[config.mk]
export PLATFORM = sky130hd
export DESIGN_NAME = mem_arbiter
export DESIGN_NICKNAME = d
export VERILOG_FILES = /design/src/rtl/mem_arbiter.sv
export SDC_FILE = /design/constraint.sdc
export NUM_CORES = 1
export LEC_CHECK = 0
export ABC_AREA = 1
export CAP_MARGIN = 30
export CORE_MARGIN = 5
export CORE_UTILIZATION = 50
export DETAILED_ROUTE_END_ITERATION = 6
export DONT_BUFFER_PORTS = 1
export HOLD_SLACK_MARGIN = 0.02
export SYNTH_ARGS = -nofsm -noshare
export SYNTH_HDL_FRONTEND = slang
export SYNTH_SLANG_ARGS = --single-unit
[constraint.sdc]
create_clock -name clk -period 4.6 [get_ports clk]
set_clock_uncertainty 0.1 [all_clocks]
set_input_delay 1.15 -clock clk [delete_from_list [all_inputs] [get_ports clk]]
set_output_delay 1.15 -clock clk [all_outputs]
set_load 0.005 [all_outputs]
[src/rtl/mem_arbiter.sv]
`timescale 1ns/1ps
`default_nettype none
// ============================================================================
// Module      : mem_arbiter
// Description : Two-requester (CPU / DMA) memory arbiter, IDLE/BUSY/DONE FSM.
//               Define MEM_ARB_CPU_PRIORITY_EN for fixed CPU priority instead
//               of round-robin.
// Revision    : 1.0 - initial release
// ============================================================================
module mem_arbiter #(
    parameter int ADDR_W  = 16,
    parameter int DATA_W  = 16,
    parameter int MEM_LAT = 2
) (
    input  logic              clk,
    input  logic              rst,
    input  logic              cpu_req,
    input  logic              cpu_rw,
    input  logic [ADDR_W-1:0] cpu_addr,
    input  logic [DATA_W-1:0] cpu_wdata,
    output logic              cpu_gnt,
    output logic              cpu_done,
    output logic [DATA_W-1:0] cpu_rdata,
    input  logic              dma_req,
    input  logic              dma_rw,
    input  logic [ADDR_W-1:0] dma_addr,
    input  logic [DATA_W-1:0] dma_wdata,
    output logic              dma_gnt,
    output logic              dma_done,
    output logic [DATA_W-1:0] dma_rdata,
    output logic              mem_en,
    output logic              mem_rw,
    output logic [ADDR_W-1:0] mem_addr,
    output logic [DATA_W-1:0] mem_wdata,
    input  logic [DATA_W-1:0] mem_rdata
);

    typedef enum logic [1:0] {
        IDLE = 2'd0,
        BUSY = 2'd1,
        DONE = 2'd2
    } state_t;

    localparam logic [3:0] C_LAT_M1 = 4'(MEM_LAT - 1);

    if (MEM_LAT < 1 || MEM_LAT > 15) begin : g_lat_check
        $error("mem_arbiter: MEM_LAT out of range 1..15");
    end

    state_t     r_state;
    logic [3:0] r_cnt;
    logic       r_owner;     // 0 = CPU, 1 = DMA
    logic       w_pick_dma;

`ifdef MEM_ARB_CPU_PRIORITY_EN
    assign w_pick_dma = !cpu_req;
`else
    logic r_last_owner;
    // Under contention the requester that did not own the last transaction wins.
    assign w_pick_dma = dma_req && (!cpu_req || !r_last_owner);
`endif

    always_ff @(posedge clk or posedge rst) begin
        if (rst) begin
            r_state   <= IDLE;
            r_cnt     <= 4'd0;
            r_owner   <= 1'b0;
`ifndef MEM_ARB_CPU_PRIORITY_EN
            r_last_owner <= 1'b1;
`endif
            cpu_gnt   <= 1'b0;
            cpu_done  <= 1'b0;
            cpu_rdata <= '0;
            dma_gnt   <= 1'b0;
            dma_done  <= 1'b0;
            dma_rdata <= '0;
            mem_en    <= 1'b0;
            mem_rw    <= 1'b0;
            mem_addr  <= '0;
            mem_wdata <= '0;
        end else begin
            cpu_gnt  <= 1'b0;
            dma_gnt  <= 1'b0;
            cpu_done <= 1'b0;
            dma_done <= 1'b0;
            case (r_state)
                IDLE: begin
                    if (cpu_req || dma_req) begin
                        r_state   <= BUSY;
                        r_owner   <= w_pick_dma;
`ifndef MEM_ARB_CPU_PRIORITY_EN
                        r_last_owner <= w_pick_dma;
`endif
                        cpu_gnt   <= !w_pick_dma;
                        dma_gnt   <= w_pick_dma;
                        r_cnt     <= C_LAT_M1;
                        mem_en    <= 1'b1;
                        mem_rw    <= w_pick_dma ? dma_rw    : cpu_rw;
                        mem_addr  <= w_pick_dma ? dma_addr  : cpu_addr;
                        mem_wdata <= w_pick_dma ? dma_wdata : cpu_wdata;
                    end
                end
                BUSY: begin
                    if (r_cnt == 4'd0) begin
                        r_state  <= DONE;
                        mem_en   <= 1'b0;
                        cpu_done <= !r_owner;
                        dma_done <= r_owner;
                        // Read data is valid in the last enabled cycle.
                        if (!mem_rw) begin
                            if (r_owner) dma_rdata <= mem_rdata;
                            else         cpu_rdata <= mem_rdata;
                        end
                    end else begin
                        r_cnt <= r_cnt - 4'd1;
                    end
                end
                DONE:    r_state <= IDLE;
                default: r_state <= IDLE;
            endcase
        end
    end

endmodule
`default_nettype wire

==> Word level (Yosys, flattened, before mapping) <==
Index checks and enable logic that the tools add are counted.
{ "totals": {"register_bits": 78, "input_bits": 86, "out_inout_bits": 70, "wordCells": 57} }
{ "op_classes": {"add_sub_neg": 1, "eq_ne": 4, "n_mux": 20, "bitwise_logic": 2, "reduce_logical": 16} }
{ "op_table": {"columns": ["cell", "n"], "rows": [
  ["2-to-1 mux 16 bit", 2],
  ["2-to-1 mux 1 bit", 11],
  ["2-to-1 mux 4 bit", 2],
  ["case mux 4 bit (2 select lines)", 1],
  ["AND reduction 4 bit", 2],
  ["inequality test 2 bit (second input constant)", 3],
  ["AND reduction 3 bit", 2],
  ["zero test 1 bit", 4],
  ["zero test 4 bit", 1],
  ["2-to-1 mux 2 bit", 2],
  ["case mux 2 bit (2 select lines)", 1],
  ["AND reduction 2 bit", 2],
  ["subtractor 4 x 1 -> 4 bit (second input constant)", 1],
  ["equality test 2 x 1 -> 1 bit (second input constant)", 1],
  ["zero test 2 bit", 1],
  ["logical OR 1 bit", 2],
  ["NOT 1 bit", 2],
  ["case mux 1 bit (2 select lines)", 1],
  ["nonzero test 2 bit", 1],
  ["logical AND 1 bit", 1]
]} }

==> Longest topological paths before layout <==
Gate-level depths: netlist of run 1.
{ "depth": {"ltp_word": 6, "depth_mapped": 8, "depth_no_buf": 7} }

==> Worst setup path before layout of run 1 <==
No wires, ideal clock.
{ "synth_path": {"path_kind": "input -> register", "startpoint": "input port dma_req", "endpoint": "register mem_addr[1]", "setup_time_ns": 0.069, "arrival_ns": 1.815, "slack_ns": 2.616, "stages": 6, "path_buffers": 1, "path_cell_list": "inv_1 > o21ai_0 > nor2_2 > buf_4 > nand2_1 > nand3_1"} }
{ "synth_between": {"elab_chain_len": 2, "word_cells_on_any_way": 4} }
{ "synth_lines": {"columns": ["item", "line", "text"], "rows": [
  ["start, declared", "24", "input logic dma_req,"],
  ["logical AND 1 bit / logical OR 1 bit (equally long branches)", "60, 88", null],
  ["2-to-1 mux 16 bit / AND reduction 2 bit (equally long branches)", null, null],
  ["end signal, assigned", "99", "mem_addr <= w_pick_dma ? dma_addr : cpu_addr;"],
  ["end, declared", "33", "output logic [ADDR_W-1:0] mem_addr,"]
]} }
Parallel ways exist; a longest one is shown, timed or not.
A chain may end at the register's enable or synchronous reset.

==> Worst setup path in the final report of run 1 <==
{ "layout_path": {"startpoint": "input port cpu_req", "endpoint": "register mem_addr[0]"} }
{ "layout_between": {"elab_chain_len": 4, "word_cells_on_any_way": 6} }
{ "layout_lines": {"columns": ["item", "line", "text"], "rows": [
  ["start, declared", "17", "input logic cpu_req,"],
  ["zero test 1 bit", "60", "assign w_pick_dma = dma_req && (!cpu_req || !r_last_owner);"],
  ["logical OR 1 bit", "60", null],
  ["logical AND 1 bit", "60", null],
  ["2-to-1 mux 16 bit", "99", null]
]} }
Parallel ways exist; a longest one is shown, timed or not.

==> out/results.ini, run 1 <==
[run_status]
outcome=finished, final reports clean

[clock_network]
cts_max_level=3
tritoncts=done
ctsHoldBuffers=0
cts_buffers=9
cts_setup_buffers=0
cts-root-buf=clkbuf_8
cts.repair.resized=0
clock_latency_ns=0.33
clkTransAtPathRegs_ns=0.07
cts_buffer_depth=2
clock_sinks=78

[logic_synthesis]
synth_top_area_share_pct=56.2
synth_cells=401
synth-seq-cells=78
synth_edf_count=0
synth_area_um2=3430
synth-main-ff-cell=dfrtp_1
syn_avg_cell_area_um2=8.55
synth_area_leader_cell=dfrtp_1
ys_warn_count=0
yosys.cell_count.top_type=nand2_1
synthTopCellsByArea=dfrtp_1 56%, nand2_1 20%, nand3_1 8.3%
synth_nets=489
ys_seq_area_share_pct=57.0
synth_cell_type_count=21
synth_commonest_cells=180 x nand2_1, 77 x dfrtp_1, 57 x nand3_1
synthArstFlopShare_pct=100

[worst_setup_path]
slowest_stage=nand2_1
startpoint=cpu_req
end_kind=flip-flop
slowest_delay_ns=0.50
start_kind=primary input
critical_path_arrival_ns=2.40
worstPathCellList=nand2_1 -> nand2_1 -> nor2_1 -> buf_4 -> nand2_1 -> nand3_1
crit_top_cell=nand2_1
r2r-end=dma_rdata[11]$_DFFE_PP0P_
r2r_slack_ns=2.63
reg2reg_depth=7
crit_fanout=31
critical_path_class=primary input to flip-flop
endpoint=mem_addr[0]$_DFFE_PP0P_
rr_startpoint=r_cnt[0]$_DFFE_PP0P_
worstPathRequired_ns=4.77

[run]
drv_cap=0

[sta]
period_minus_slack_ns=2.23
fin_crit_sh_pct=48.5
drv_slew=0
worst_pin_slew_ns=0.890
finalSetupViolCount=0
hold_violations=0
relSlewSlack_pct=40.5
max_freq_ghz=0.448
finalSetupTns_ns=0
rsz0062_at_grt=false

[floorplanning]
dieHeight_um=92.8
fp.dieArea_um2=8610
rows=30
start_util_pct=51.0
core_um2=6720
io_pins=156
die_w_um=92.8

[global_routing]
grt.total_usage_pct=20.1
grt_pass1_wl_mm=13.5
antenna_found_initial=0
grt_pass1_vias=2628
grt_max_degree=49
grt_overflow_total=0

[power]
p_seq_share_pct=48.6
leakagePower_nw=1.91
peakVddDrop_mv=0.262
power_frac_clock_pct=20.1
p_switching_mw=1.11
p_comb_share_pct=31.3
p_int_mw=1.61
p_sw_share_pct=40.8
power.density_nw_per_um2=744
power_mw=2.72

[routing]
drtAntennaViolNets=0
dr.pass1.iters=5
wirelength_mm=8.34
post_drt_wl_per_cell_um=17.3
drt-vias-per-instance=5.37
first_iter_violations=107
route.vias.total=2592
drc=0

[placement]
place_area_um2=3450
hpwl_mm=5.93
portBuffers=0
gp_congestion=0.798

[final_layout]
drive_gt1_share_pct=7.69
area_delta_synth_final_pct=6.83
diodes=0
nFillCells=624
final_nets=486
fin_area_um2=3660
multi_input_area_um2=1260
fin_util_pct=54.5
seq_area_um2=1950

[hold_path]
worstHoldPathCells=2
min_path_type=flip-flop to flip-flop

-- critical path: cells and delay by family --
family | cells | cell delay, ns
and+or+nand+nor | 5 | 0.97
buffers and inverters | 1 | 0.27
-- power by group through the flow --
| stage | clock (mW) | sequential (mW) | combinational (mW) |
|---|---|---|---|
| floorplan | 0 | 1.24 | 0.727 |
| global placement | 0 | 1.34 | 0.821 |
| detailed placement | 0 | 1.34 | 0.866 |
| CTS | 0.560 | 1.33 | 0.862 |
| global route | 0.598 | 1.37 | 1.00 |
| finish | 0.547 | 1.32 | 0.851 |
-- placed cells by master (no fill, tap or decap), drive strengths merged --
master / count
a21oi: 1
buf: 4
bufinv: 2
clkbuf: 10
clkinv: 4
clkinvlp: 1
dfrtp: 77
dfstp: 1
ha: 2
inv: 26
nand2: 182
nand3: 59
nor2: 13
o211ai: 15
o21ai: 5
xnor2: 1
-- sequential cells by signal, summed over array words and instances (netlist names), 2 cells and up --
name and count:
r_cnt 4, cpu_rdata 16, r_state 2, dma_rdata 16
mem_wdata 16, mem_addr 16
-- through the flow --
stage               worst slack (ns)  hold WS (ns)  std cells
CTS                             2.40         0.390        483
finish                          2.37         0.388        483
global route                    2.21         0.426        483
global placement                2.07         0.376        466
detailed placement              2.04         0.378        467
floorplan                       1.36         0.349        401
-- metal layers --
metal | up-vias | track usage [%] | wire, um
li1 | 1262 | - | -
met1 | 1220 | 25.2 | 3460
met2 | 105 | 32.5 | 4070
met3 | 5 | 6.99 | 755
met4 | 0 | 6.59 | 59
met5 | - | 0 | 0
-- kinds of logic after synthesis --
logic type / synth area share, %
xor+xnor: 0.256
compound gates: 4.27
flops: 57.0
simple gates: 31.5
fa+ha+maj: 0.730
buf+inv: 6.21
-- how the worst min path moves through the flow --
stage                              from  slack, ns                       end
2_1_floorplan  r_last_owner$_DFFE_PP1P_       0.35  r_last_owner$_DFFE_PP1P_
3_3_place_gp   r_last_owner$_DFFE_PP1P_       0.38  r_last_owner$_DFFE_PP1P_
3_5_place_dp   r_last_owner$_DFFE_PP1P_       0.38  r_last_owner$_DFFE_PP1P_
4_1_cts        r_last_owner$_DFFE_PP1P_       0.39  r_last_owner$_DFFE_PP1P_
5_1_grt        r_last_owner$_DFFE_PP1P_       0.43  r_last_owner$_DFFE_PP1P_
6_report       r_last_owner$_DFFE_PP1P_       0.39  r_last_owner$_DFFE_PP1P_
-- cell type report --
cell class,instances,share of cell area [%]
clock buffer,10,3.49
sequential,78,53.3
multi-input combinational,278,34.4
clock inverter,6,2.36
inverter,27,2.80
tap,80,2.73
timing repair buffer,4,0.820
Power figures use the tool's default switching activity.
==> run 2: changes to the inputs <==
clock period = 2.1 ns   (was 4.6 ns; I/O delays follow)
==> out/results.ini, run 2 (synthesis gave the netlist of run 1 again) <==
[run_status]
outcome=finished, final reports clean  ; unchanged

[sta]
fin_crit_sh_pct=79.1
setup_ws_ns=0.439  ; was 2.37 ns
hold_violations=0  ; unchanged
whs_ns=0.0747  ; was 0.388 ns
worst_pin_slew_ns=0.753  ; was 0.890 ns
period_minus_slack_ns=1.66
max_freq_ghz=0.602
rsz0062_at_grt=false  ; unchanged
finalSetupViolCount=0  ; unchanged
relSlewSlack_pct=49.8  ; was 40.5%
finalSetupTns_ns=0  ; unchanged
drv_slew=0  ; unchanged

[routing]
dr.pass1.iters=6  ; was 5
drc=0  ; unchanged
drtAntennaViolNets=0  ; unchanged
first_iter_violations=116  ; was 107
route.vias.total=2588  ; was 2592
post_drt_wl_per_cell_um=16.1  ; was 17.3 um
wirelength_mm=7.80  ; was 8.34 mm
drt-vias-per-instance=5.33  ; was 5.37

[power]
p_sw_share_pct=39.2  ; was 40.8%
power_mw=6.04  ; was 2.72 mW
p_seq_share_pct=47.6  ; was 48.6%
peakVddDrop_mv=0.636  ; was 0.262 mV
p_comb_share_pct=30.8  ; was 31.3%
power_frac_clock_pct=21.6  ; was 20.1%
p_int_mw=3.67  ; was 1.61 mW
leakagePower_nw=1.94  ; was 1.91 nW
power.density_nw_per_um2=1630  ; was 744 nW/um2
p_switching_mw=2.37  ; was 1.11 mW

[final_layout]
layout_common_cells=180 x nand2_1, 77 x dfrtp_1, 57 x nand3_1  ; unchanged
area_delta_synth_final_pct=8.40  ; was 6.83%
final_nets=490  ; was 486
fin_area_um2=3710  ; was 3660 um2
nFillCells=618  ; was 624
layout_commonest_cell=nand2_1  ; unchanged
drive_gt1_share_pct=8.62  ; was 7.69%
diodes=0  ; unchanged

[placement]
gp_congestion=0.779  ; was 0.798
place_area_um2=3480  ; was 3450 um2
hpwl_mm=5.69  ; was 5.93 mm
dp_slack_ns=0.441  ; was 2.04 ns
portBuffers=0  ; unchanged

[worst_setup_path]
critical_path_arrival_ns=1.83  ; was 2.40 ns
worstPathRequired_ns=2.27  ; was 4.77 ns
worstPathCellList=inv_1 -> ha_1 -> nand2_2 -> nor2_8 -> buf_4 -> nand3_1 -> nand2_1  ; was nand2_1 -> nand2_1 -> nor2_1 -> buf_4 -> nand2_1 -> nand3_1
critPathTopFamily=simple AND/OR/NAND/NOR gates  ; unchanged
slowest_delay_ns=0.38  ; was 0.50 ns
critPathBufInv=2  ; was 1
end_kind=flip-flop  ; unchanged
slowest_stage=dfrtp_1  ; was nand2_1
start_kind=flip-flop  ; was primary input
rr_startpoint=r_cnt[0]$_DFFE_PP0P_  ; unchanged
r2r_slack_ns=0.44  ; was 2.63 ns
r2r-end=dma_rdata[3]$_DFFE_PP0P_  ; was dma_rdata[11]$_DFFE_PP0P_
reg2reg_depth=7  ; unchanged
crit_fanout=23  ; was 31
critical_path_class=flip-flop to flip-flop  ; was primary input to flip-flop

[floorplanning]
die_w_um=92.8  ; unchanged
fp.dieArea_um2=8610  ; unchanged
io_pins=156  ; unchanged
core_um2=6720  ; unchanged
rows=30  ; unchanged
dieHeight_um=92.8  ; unchanged
start_util_pct=51.0  ; unchanged

[hold_path]
min_path_type=primary input to async pin  ; was flip-flop to flip-flop

[clock_network]
cts.repair.resized=0  ; unchanged
clock_sinks=78  ; unchanged
cts_buffers=9  ; unchanged
cts-root-buf=clkbuf_8  ; unchanged
tritoncts=done  ; unchanged
cts_setup_buffers=0  ; unchanged
ctsHoldBuffers=0  ; unchanged
clkTransAtPathRegs_ns=0.08  ; was 0.07 ns
clock_latency_ns=0.33  ; about the same
cts_max_level=3  ; unchanged
cts_buffer_depth=2  ; unchanged

[global_routing]
grt.total_usage_pct=19.0  ; was 20.1%
grt_overflow_total=0  ; unchanged
grt_pass1_wl_mm=12.9  ; was 13.5 mm
antenna_found_initial=0  ; unchanged
grt_pass1_vias=2546  ; was 2628
grt_max_degree=46  ; was 49

[run]
drv_cap=0  ; unchanged

[run 2: layout make-up]
cell class	instances	area, um2	share of cell area, %
sequential	78	1950	52.6
inverter	27	105	2.83
timing repair buffer	8	60.1	1.62
multi-input combinational	278	1260	34.0
clock inverter	6	111	3.00
clock buffer	9	124	3.33
tap	80	100	2.69
[run 2: routing by layer]
layer  track usage (%)  part of all wire [%]  wire length [um]
met1              23.8                    40              3150
met2              30.1                    48              3730
met4              6.96                  0.68                53
met5                 0                     0                 0
met3              7.07                    11               865
[run 2: worst max path at each step]
| stage | start | to | slack [ns] | depth (start not counted) |
|---|---|---|---|---|
| after global routing | r_state[1]$_DFFE_PP0P_ | mem_addr[12]$_DFFE_PP0P_ | 0.23 | 5 |
| after CTS | r_cnt[0]$_DFFE_PP0P_ | dma_rdata[11]$_DFFE_PP0P_ | 0.44 | 7 |
| after global placement | r_cnt[0]$_DFFE_PP0P_ | dma_rdata[11]$_DFFE_PP0P_ | 0.48 | 7 |
| after detailed placement | dma_req | mem_addr[3]$_DFFE_PP0P_ | 0.44 | 5 |
| after floorplan | rst | cpu_done$_DFF_PP0_ | 0.59 | 1 |
| final | r_cnt[0]$_DFFE_PP0P_ | dma_rdata[3]$_DFFE_PP0P_ | 0.44 | 7 |
[run 2: power by group through the flow]
stage / sequential, mW / clock (mW) / combinational, mW
after CTS: 2.90 / 1.35 / 1.88
after global routing: 2.98 / 1.41 / 2.19
after detailed placement: 2.92 / 0 / 1.89
final: 2.88 / 1.30 / 1.86
after floorplan: 2.72 / 0 / 1.59
after global placement: 2.93 / 0 / 1.83
[run 2: metrics by stage]
step / utilization [%] / std cells
5_1_grt: 55.3 / 486
4_1_cts: 55.3 / 486
2_1_floorplan: - / 401
6_report: 55.3 / 486
3_3_place_gp: 51.8 / 471
3_5_place_dp: 51.8 / 471
[run 2: worst register-to-register path: stages (launching register included)]
cell     delay [ns]
dfrtp_1        0.38
inv_1          0.13
ha_1           0.20
nand2_2        0.10
nor2_8         0.21
buf_4          0.29
nand3_1        0.11
nand2_1        0.10
==> variant: new RTL, flow settings as in run 2 <==
The parameter `DATA_W` goes from 16 to 18.
--- a/src/rtl/mem_arbiter.sv
+++ b/src/rtl/mem_arbiter.sv
@@ -9,7 +9,7 @@
 // ============================================================================
 module mem_arbiter #(
     parameter int ADDR_W  = 16,
-    parameter int DATA_W  = 16,
+    parameter int DATA_W  = 18,
     parameter int MEM_LAT = 2
 ) (
     input  logic              clk,
Interface: changed (6 resized); port bits go from 156 to 168. No check against the original RTL was run, so the function may have changed too.
==> variant against run 2 <==
  * Final area increased by 7.2%
  * Synthesized area grew 8.4%
  * Non-clock buffer count fell by 2
  * Largest power group unchanged
  * Sequential cell count is 6 higher
  * Critical endpoint is now cpu_rdata[3]
  * Setup slack got worse by 0.046 ns
  * Wire length grew 1.6%
  * Power increased by 2.9%
==> variant: results (changes against run 2) <==
Pwr
  – Leakage: 2.12 nW (+9.5%)
  – Peak supply drop: 0.541 mV (-15%)

Placement
  – Area of placed instances: 3750 µm² (+7.8%)
  – GPL Wtd Cong: 0.762 (-2.2%)
  – DP Wirelength: 5.83 mm (+2.4%)
  – IO Port Bufs: 0 (unchanged)

Worst setup path
  – Worst R2R Start: r_cnt[0]
  – CP Max Fanout: 36 (+57%)
  – Cell family with most CP delay: simple AND/OR/NAND/NOR gates
  – R2R setup slack: 0.39 ns (-0.05 ns)
  – R2R Path End: cpu_rdata[3]
  – CP peak stage delay: 0.36 ns (-0.02 ns)
  – Critical-path top delay cell: dfrtp_1
  – FF-to-FF path depth: 7 (unchanged)

Synthesis
  – Yosys cell types: 19 (-9.5%)
  – Yosys Warn Count: 0 (unchanged)
  – Post-synth EDFFs: 0 (unchanged)
  – Register area share after synthesis: 56.6% (-0.39 points)
  – Top post-synthesis cells by area: dfrtp_1, nand2_1, o21ai_2
  – Post-Syn Nets: 522 (+6.7%)
  – Synth async-reset ratio: 100% (unchanged)
  – Top cells by count, synth: nand2_1, dfrtp_1, inv_1, o21ai_2, nand3_1
  – Synth Flop Type: dfrtp_1

GRT
  – Number of global-route vias before repair: 2596 (+2.0%)
  – Gr usage total: 17.7% (-1.3 points)
  – Initial antenna violation count: 0 (unchanged)
  – First-pass GRT wire length: 12.6 mm (-2.0%)
  – Largest net degree at the start of global routing: 49 (+6.5%)

Clock tree
  – H-tree depth: 3 (unchanged)
  – CTS Root Cell: clkbuf_8
  – Worst-path clk slew: 0.08 ns (about the same)
  – Clk_lat worst skew: 0.34 ns
  – Setup Fix Bufs, Post-CTS: 0 (unchanged)
  – Clock Path Buffers: 2 (unchanged)
  – Clock buffer count from CTS: 9 (unchanged)
  – Post-CTS resize count: 0 (unchanged)

Final layout
  – Biggest regs: cpu_rdata (18), dma_rdata (18), mem_wdata (18)
  – N_diodes: 0 (unchanged)
  – Final Core Density: 54.9% (-0.36 points)
  – Fraction of layout cells with a size suffix above 1: 13.4% (+4.8 points)
  – Fill count: 684 (+11%)

Timing
  – Worst Max-Slew Pin Slew: 0.652 ns (-0.101 ns)

Routing
  – WL per Instance: 14.9 µm (-7.0%)
  – Avg Vias per Cell: 4.89 (-8.3%)
  – Starting DRT DRC Count: 101 (-13%)
  – Pre-antenna DRT Iters: 4 (-2)

Hold path
  – Worst Hold Class: in2async

Status
  – Status: finished clean
[variant: cell count changes after synthesis, sizes merged]
cell	run 2	this run
o21ai	5	42
o211ai	15	0
clkbuf	3	0
dfrtp	77	83
buf	15	18
nand3	59	17
inv	27	30
a21oi	1	0
nand2	182	221
[variant: kinds of logic after synthesis]
| logic type | count (synthesis) | share of synthesized area (%) |
|---|---|---|
| XOR/XNOR | 1 | 0.236 |
| flip-flops | 84 | 56.6 |
| AO/OA/AOI/OAI | 42 | 8.59 |
| adder cells (fa/ha/maj) | 2 | 0.673 |
| buffers and inverters | 48 | 6.70 |
| AND/OR/NAND/NOR | 251 | 27.2 |
[variant: metrics by stage]
| stage | setup slack (ns) | instances | hold WS, ns |
|---|---|---|---|
| 2_1_floorplan | 0.510 | 428 | 0.324 |
| 3_3_place_gp | 0.423 | 515 | 0.353 |
| 3_5_place_dp | 0.383 | 515 | 0.360 |
| 4_1_cts | 0.369 | 531 | 0.101 |
| 5_1_grt | 0.238 | 531 | 0.124 |
| 6_report | 0.393 | 531 | 0.0977 |
[variant: where the power goes]
part,leakage (nW),internal [mW],switching (mW),total [mW]
combinational,0.974,0.691,1.16,1.85
clock,0.117,0.788,0.537,1.32
sequential,1.03,2.41,0.633,3.04
total,2.12,3.89,2.33,6.22
[variant: worst max-delay path by stage]
stage / endpoint / start / cells after the start / slack, ns
2_1_floorplan: cpu_done / rst / 1 / 0.51
3_3_place_gp: cpu_rdata[3] / r_cnt[0] / 7 / 0.42
3_5_place_dp: cpu_rdata[11] / r_cnt[0] / 7 / 0.38
4_1_cts: cpu_rdata[3] / r_cnt[0] / 7 / 0.37
5_1_grt: dma_rdata[1] / r_cnt[0] / 7 / 0.24
6_report: cpu_rdata[3] / r_cnt[0] / 7 / 0.39
[variant: per-layer routing]
layer / share of wire (%) / track usage, % / vias up
li1: - / - / 1302
met1: 40 / 22.1 / 1194
met2: 50 / 28.5 / 90
met3: 9.1 / 6.02 / 8
met4: 1.1 / 6.64 / 0
met5: 0 / 0 / -
[variant: area by class of cell]
type	instances	share of cell area, %
flip-flops and latches	84	52.8
multi-input cells	296	34.2
clock buffers	11	3.30
well taps	99	3.11
inverters	30	2.92
clock inverters	5	2.51
repair buffers	6	1.13
